**config.mk**
```make
export PLATFORM = sky130hd
export DESIGN_NAME = subbytes_iter
export DESIGN_NICKNAME = d
export VERILOG_FILES = /design/src/rtl/aes_pkg.sv /design/src/rtl/sbox.sv /design/src/rtl/subbytes_iter.sv
export SDC_FILE = /design/constraint.sdc
export NUM_CORES = 2
export LEC_CHECK = 0
export CAP_MARGIN = 20
export CORE_ASPECT_RATIO = 0.9
export CORE_UTILIZATION = 30
export DETAILED_ROUTE_END_ITERATION = 10
export PLACE_DENSITY = 0.48
export SETUP_SLACK_MARGIN = 0.2
export SYNTH_ARGS = -nofsm -noshare
export SYNTH_HDL_FRONTEND = slang
export SYNTH_SLANG_ARGS = --single-unit
export TNS_END_PERCENT = 1
```
**constraint.sdc**
```tcl
create_clock -name clk -period 18.9 [get_ports clk]
set_input_delay 1.89 -clock clk [delete_from_list [all_inputs] [get_ports clk]]
set_output_delay 1.89 -clock clk [all_outputs]
set_load 0.005 [all_outputs]
```
**src/rtl/aes_pkg.sv**
```systemverilog
// Shared AES definitions: FSM states, geometry constants and the
// GF(2^8) helpers that the S-box is built from.
package aes_pkg;

    typedef enum logic [1:0] {
        IDLE,
        BUSY,
        DONE
    } state_t;

    localparam int NCOL   = 4;
    localparam int BYTE_W = 8;
    localparam int COL_W  = NCOL * BYTE_W;

    // Multiply in GF(2^8) modulo x^8+x^4+x^3+x+1.
    function automatic logic [7:0] gf_mul(
        input logic [7:0] a,
        input logic [7:0] b
    );
        logic [7:0] p;
        logic [7:0] x;
        p = 8'h00;
        x = a;
        for (int i = 0; i < 8; i++) begin
            if (b[i]) p = p ^ x;
            x = {x[6:0], 1'b0} ^ (x[7] ? 8'h1b : 8'h00);
        end
        return p;
    endfunction

    // a^254 is the inverse for non-zero a and maps 0 to 0.
    function automatic logic [7:0] gf_inv(input logic [7:0] a);
        logic [7:0] x2, x4, x8, x16, x32, x64, x128, r;
        x2   = gf_mul(a, a);
        x4   = gf_mul(x2, x2);
        x8   = gf_mul(x4, x4);
        x16  = gf_mul(x8, x8);
        x32  = gf_mul(x16, x16);
        x64  = gf_mul(x32, x32);
        x128 = gf_mul(x64, x64);
        r    = gf_mul(x2, x4);
        r    = gf_mul(r, x8);
        r    = gf_mul(r, x16);
        r    = gf_mul(r, x32);
        r    = gf_mul(r, x64);
        r    = gf_mul(r, x128);
        return r;
    endfunction

    function automatic logic [7:0] affine(input logic [7:0] b);
        return b
             ^ {b[6:0], b[7]}
             ^ {b[5:0], b[7:6]}
             ^ {b[4:0], b[7:5]}
             ^ {b[3:0], b[7:4]}
             ^ 8'h63;
    endfunction

endpackage

```
**src/rtl/sbox.sv**
```systemverilog
// Forward AES S-box, purely combinational.
// Ports: x = input byte, y = substituted byte.
module sbox
    import aes_pkg::*;
(
    input  logic [BYTE_W-1:0] x,
    output logic [BYTE_W-1:0] y
);

    assign y = affine(gf_inv(x));

endmodule

```
**src/rtl/subbytes_iter.sv**
```systemverilog
// Iterative SubBytes: one 32-bit column per cycle, 4-cycle latency.
// Ports: clk, reset (async high), in_valid/in_ready/in_state upstream,
// out_valid/out_ready/out_state downstream (out_state is registered).
module subbytes_iter
    import aes_pkg::*;
(
    input  logic         clk,
    input  logic         reset,
    input  logic         in_valid,
    output logic         in_ready,
    input  logic [127:0] in_state,
    output logic         out_valid,
    input  logic         out_ready,
    output logic [127:0] out_state
);

    state_t           state;
    state_t           nxt;
    logic [1:0]       col;
    logic [127:0]     work;
    logic [COL_W-1:0] col_in;
    logic [COL_W-1:0] col_out;
    logic [6:0]       base;
    logic             accept;

    assign in_ready  = (state == IDLE);
    assign out_valid = (state == DONE);
    assign out_state = work;
    assign accept    = in_valid && in_ready;

    // Column 0 sits in the top word, so the LSB offset is (3-col)*32.
    assign base   = {~col, 5'b00000};
    assign col_in = work[base +: COL_W];

    for (genvar r = 0; r < NCOL; r++) begin : g_row
        sbox u_sbox (
            .x (col_in[COL_W-1-BYTE_W*r -: BYTE_W]),
            .y (col_out[COL_W-1-BYTE_W*r -: BYTE_W])
        );
    end

    always_ff @(posedge clk or posedge reset) begin
        if (reset) state <= IDLE;
        else       state <= nxt;
    end

    always_comb begin
        nxt = state;
        unique case (state)
            IDLE:    if (in_valid)     nxt = BUSY;
            BUSY:    if (col == 2'd3)  nxt = DONE;
            DONE:    if (out_ready)    nxt = IDLE;
            default:                   nxt = IDLE;
        endcase
    end

    always_ff @(posedge clk or posedge reset) begin
        if (reset) begin
            col  <= 2'd0;
            work <= 128'h0;
        end else if (accept) begin
            col  <= 2'd0;
            work <= in_state;
        end else if (state == BUSY) begin
            work[base +: COL_W] <= col_out;
            col                 <= col + 2'd1;
        end
    end

endmodule
```
# Word level (Yosys, flattened, before mapping)
# Cells that the tools add are included.
# W data, S select, Z words.
# classes
n_addsub,2
n_mul,0
div,0
n_lt_le_gt_ge,0
n_eq_ne,6
n_shift,3
muxes,761
bitwise_logic,721
reduce_logical,4
# op_table
operator,count
$xor A8 B8 Y8,716
$mux W8,416
$mux W5,336
$mux W128,2
$bwmux W128,1
$shift A32 B9 Y128 const A,1
$shiftx A128 B8 Y32,1
$shiftx A32 B9 Y128,1
$not A4 Y4,4
$mux W2,5
$neg A7 Y9,1
$pmux W2 S3,1
$eq A2 B2 Y1 const B,2
$ne A2 B2 Y1 const B,2
$reduce_and A3 Y1,1
$add A2 B1 Y2 const B,1
$eq A2 B1 Y1 const B,1
$logic_not A2 Y1,1
$ne A2 B1 Y1 const B,1
$not A2 Y2,1
$reduce_bool A2 Y1,1
$logic_and A1 B1 Y1,1
# totals
regBits,132
latchBits,0
ram_bits,0
rom_bits,0
input_bits,132
output_inout_bits,130
word_cells,1500
n_memories,0

# Logic depth before layout (Yosys ltp)
# depth
ltp_word,138
mapped_depth,73
mapped_depth_nobuf,58

# Cells and area by module
# From an unflattened synthesis, not the netlist that was laid out.
# hier_totals
hier_cells,8503
hier_area_um2,68929.9
# by_module_without_submodules
mod,n_inst,cells_each,area_per_inst_um2,seq_area_each_um2
sbox,4,1942,15220.8,0.0
subbytes_iter,1,735,8046.5,3303.2

# Worst setup path after synthesis
# OpenSTA, ideal clock, no wires.
# synth_timing
path_type,reg-to-reg
start,register col[0]
end,register work[108] (netlist: out_state[108])
setup_time_ns,0.130
arrival_time_ns,16.852
required_ns,18.770
path_slack_ns,1.917
stages_incl_launch_ff,72
path_buffers,14
synth_period_minus_slack_ns,16.983
path_cell_list,dfrtp_1 > buf_6 > buf_8 > mux4_2 > buf_4 > ha_1 > mux2i_1 > xor2_1 > xnor2_2 > xnor2_2 > ha_1 > clkbuf_1 > inv_1 > xnor3_1 > nor3b_1 > o311ai_1 > nand2_4 > xor2_4 > (+36 left out) > a22o_1 > or3_1 > a31oi_1 > a31oi_1 > xnor2_1 > buf_2 > nor2_1 > xnor2_1 > buf_2 > xnor3_1 > nand2_1 > xnor3_1 > xor2_1 > xnor2_1 > xor3_1 > xnor2_1 > xor2_1 > o21ai_1
# synth_via
elab_chain_len,135
elab_cells_between_ends,1480
classes_between,1 x add/sub; 3 x shift; 755 x mux; 721 x bitwise
# synth_rtl
item,line_no,text
"start, declared",subbytes_iter.sv:19,logic [1:0] col;
"start signal, assigned",subbytes_iter.sv:66,col <= col + 2'd1;
$not A2 Y2 *,subbytes_iter.sv:32,"assign base = {~col, 5'b00000};"
$shiftx A128 B8 Y32,subbytes_iter.sv:33,assign col_in = work[base +: COL_W];
"$mux W5, or another cell as far along",aes_pkg.sv:26,"x = {x[6:0], 1'b0} ^ (x[7] ? 8'h1b : 8'h00);"
"$xor A8 B8 Y8, on equally long branches","aes_pkg.sv:26, aes_pkg.sv:25",
$xor A8 B8 Y8 or $mux W8 (tied branches),aes_pkg.sv:25,if (b[i]) p = p ^ x;
$mux W8 or $xor A8 B8 Y8 (tied branches),aes_pkg.sv:25,
$xor A8 B8 Y8 or $mux W8 (tied branches),aes_pkg.sv:25,
$mux W8 or $xor A8 B8 Y8 (tied branches),aes_pkg.sv:25,
(+119 left out),n/a,
$xor A8 B8 Y8,aes_pkg.sv:53,"^ {b[5:0], b[7:6]}"
$xor A8 B8 Y8,aes_pkg.sv:54,"^ {b[4:0], b[7:5]}"
$xor A8 B8 Y8,aes_pkg.sv:55,"^ {b[3:0], b[7:4]}"
$not A4 Y4 (no line),n/a,
$shiftx A32 B9 Y128,subbytes_iter.sv:65,work[base +: COL_W] <= col_out;
$bwmux W128 *,subbytes_iter.sv:65,
$mux W128 *,subbytes_iter.sv:64,end else if (state == BUSY) begin
$mux W128 *,subbytes_iter.sv:61,end else if (accept) begin
"end signal, assigned",subbytes_iter.sv:63,work <= in_state;
"end signal, assigned by index",subbytes_iter.sv:65,
"end, declared",subbytes_iter.sv:20,logic [127:0] work;
# Mark *: on every way between the ends. The rest lies on a longest branch, timed or not. The select of a mux whose other input is x is not followed.
# A chain may end at the register's enable or synchronous reset.

# Final worst setup path
# layout_timing
start,register col[1]
end,register work[71] (netlist: out_state[71])
# The elaborated chain is that of the path after synthesis.

==> flow_metrics.tcl <==
set metrics [dict create \
    status "complete, no violations" \
    synth_compound_area_frac 0.201 \
    crit_path_max_fanout 19 \
    grt_pass1_wl_mm 365 \
    synthArstFlopShare 1.00 \
    timing.reg2reg.setup_slack_ns 1.17 \
    vias 63607 \
    synth_top_family_by_area "XOR/XNOR gates" \
    cp-startpoint "col[1]$_DFFE_PP0P_" \
    slew_headroom 0.234 \
    io_pins 262 \
    finalSetupViolCount 0 \
    grt_pass1_vias 59840 \
    fillers 22902 \
    dieArea_um2 222000 \
    clock_skew_ns 0.0300 \
    cts.path.max_buffers 2 \
    synth_fp_nets 8899 \
    critical_path_class "register to register" \
    wl_per_cell_um 20.2 \
    syn2layout_area_growth_pct 12.7 \
    synth-xor-area-share 0.452 \
    die_h_um 447 \
    synth-simple-area-share 0.192 \
    regToRegStartpoint "col[1]$_DFFE_PP0P_" \
    timing.rr.end "out_state[71]$_DFFE_PP0P_" \
    clk_pin_slew_ns 0.08 \
    min_period_ns 17.73 \
    hpwl_mm 177 \
    seq_area_frac_synth 0.0501 \
    layout_common_cells "xnor2_1, nor2_1, nand2_1" \
    syn-instance-count 8735 \
    crit_end "out_state[71]$_DFFE_PP0P_" \
    tightestPinTransition_ns 1.14 \
    start_util 0.303 \
    max_stage_delay_ns 0.67 \
    layout_commonest_cell "xnor2_1" \
    dr.pass1.iters 10 \
    synth-seq-cells 132 \
    synthAdderAreaFrac 0.00607 \
    fin_crit_sh 0.938 \
    drive_gt1_frac 0.117 \
    multi_input_area_um2 60300 \
    htree_levels 4 \
    drc_errors 0 \
    synth_cell_types 129 \
    finalHoldViolations 0 \
    synth_edf_count 0 \
    reg2regPathDepth 56 \
    cp_num_buf_inv 5 \
    cap_violations 0 \
    cts_tree "yes" \
    core_um2 217000 \
    cp.depth 56 \
    drt_iter0_markers 5896 \
    crit_path_top_delay_cell "xnor3_1" \
    antenna_left 0 \
    gp_congestion 0.879 \
    port_buffers 261 \
    cts_sinks 132 \
    syn_area_um2 66000 \
    worstSkewPairLatency_ns 0.49 \
    rsz0062_at_grt "yes" \
    setup_tns_ns 0 \
    cts_buffers 17 \
    seqCellArea_um2 3310 \
    synth_warnings 0 \
    ys.flop_type "dfrtp_1" \
    grt_max_degree 82 \
    slew_violations 0 \
    hp-class "register to register" \
    placed_cells_incl_taps 11666 \
    cp-end-kind "register" \
    cp.required_ns 19.23 \
    fp.dieW_um 496 \
    synth_mux_area_frac 0.0477 \
    cp.arrival_ns 18.05 \
    globalRouteOverflowTotal 0 \
    fin_util 0.342 \
    avgSynthCellArea_um2 7.55 \
    crit_top_cell "xnor2_1" \
    cts_root_buf "clkbuf_16" \
    nets 8998 \
    grt_antenna_before_repair 3 \
    hold_buffers 0 \
    viasPerCell 5.43 \
    stdcell_count 11721 \
    clock.fmax_mhz 56.4 \
    grtUsageTotal 0.204 \
    routed_wl_mm 236 \
    cp_top_family "XOR/XNOR gates" \
    rows 162 \
    start_kind "register" \
]
-- state kept, by name, indices dropped and copies added, names as in the netlist --
register	count
out_state	128
state	2
col	2
-- worst min-delay path by stage --
stage | start | end | slack, ns | depth (start not counted)
6_report | out_state[65]$_DFFE_PP0P_ | out_state[65]$_DFFE_PP0P_ | 0.53 | 2
5_1_grt | out_state[26]$_DFFE_PP0P_ | out_state[26]$_DFFE_PP0P_ | 0.54 | 2
4_1_cts | out_state[26]$_DFFE_PP0P_ | out_state[26]$_DFFE_PP0P_ | 0.52 | 2
3_5_place_dp | out_state[126]$_DFFE_PP0P_ | out_state[126]$_DFFE_PP0P_ | 0.51 | 2
3_3_place_gp | out_state[124]$_DFFE_PP0P_ | out_state[124]$_DFFE_PP0P_ | 0.50 | 2
2_1_floorplan | out_state[57]$_DFFE_PP0P_ | out_state[57]$_DFFE_PP0P_ | 0.50 | 2
-- logic make-up (layout without fill, tap and decap cells) --
| logic type | Yosys count | count (layout) |
|---|---|---|
| AND/OR/NAND/NOR | 2894 | 2894 |
| XOR/XNOR | 2624 | 2624 |
| AO/OA/AOI/OAI | 2011 | 2011 |
| buffers and inverters | 781 | 892 |
| multiplexers | 261 | 261 |
| flip-flops | 132 | 132 |
| adder cells (fa/ha/maj) | 32 | 32 |
| other | 0 | 5 |
-- area by class of cell --
type                    count  share of cell area
diodes                      5            0.000168
clock inverters            14             0.00225
clock buffers              17             0.00572
well taps                2870              0.0483
multi-input cells        7822               0.810
inverters                 141             0.00721
repair buffers            720              0.0816
flip-flops and latches    132              0.0445
-- stage by stage --
| stage | hold WS [ns] | cell area, um2 | worst slack (ns) |
|---|---|---|---|
| finish | 0.525 | 74400 | 1.17 |
| detailed placement | 0.508 | 73300 | 0.333 |
| floorplan | 0.500 | 66000 | 1.92 |
| CTS | 0.525 | 73900 | 0.264 |
| global route | 0.542 | 74400 | 0.152 |
| global placement | 0.503 | 73200 | 0.371 |
-- worst reg2reg max path, delay by kind of cell (launching register included) --
family / cells / cell delay (ns)
AOI/OAI and AO/OA: 3 / 0.77
xor gates and xnor gates: 39 / 12.80
adders and majority gates: 2 / 1.03
buffers and inverters: 5 / 1.07
DFF: 1 / 0.65
muxes: 1 / 0.63
and+or+nand+nor: 6 / 0.64
-- cell usage after synthesis, drive strengths merged, types with 33 or more instances --
cell    count  area [um2]
o21ai     532        2660
buf       250        1390
mux2i     184        1860
nor2b      63         397
or3        48         300
o211ai     55         423
and2       57         357
a31oi      96         601
nand3     201        1010
a21o       36         270
a222oi     33         330
xor3       37         887
xnor2    1806       17300
xor2      477        4740
dfrtp     132        3300
mux2       40         450
o22ai     103         644
nand2     772        2910
nand2b     58         363
a22oi     161        1240
a21oi     455        2300
clkbuf    390        1460
a211oi     86         673
inv       125         472
o221ai     44         404
mux4       37         833
a221oi     33         308
nor2     1275        4820
xnor3     304        6870
and3       41         258
nor3      233        1210
-- metal layers --
layer / vias up / global-route usage / wire [um]
li1: 30631 / - / -
met2: 1776 / 0.334 / 111000
met3: 214 / 0.00949 / 9090
met5: - / 0 / 0
met4: 0 / 0.0700 / 7680
met1: 30986 / 0.286 / 109000
-- what timing repair did --
| action | CTS | global route |
|---|---|---|
| pin swaps | 0 | 4 |
| setup buffers | 0 | 12 |
| gates resized for setup | 1 | 49 |
| endpoints found under the setup margin | 1 | 128 |
Power is not shown: default switching activity piles up to over one toggle a cycle in this logic, so the estimate is an artifact.
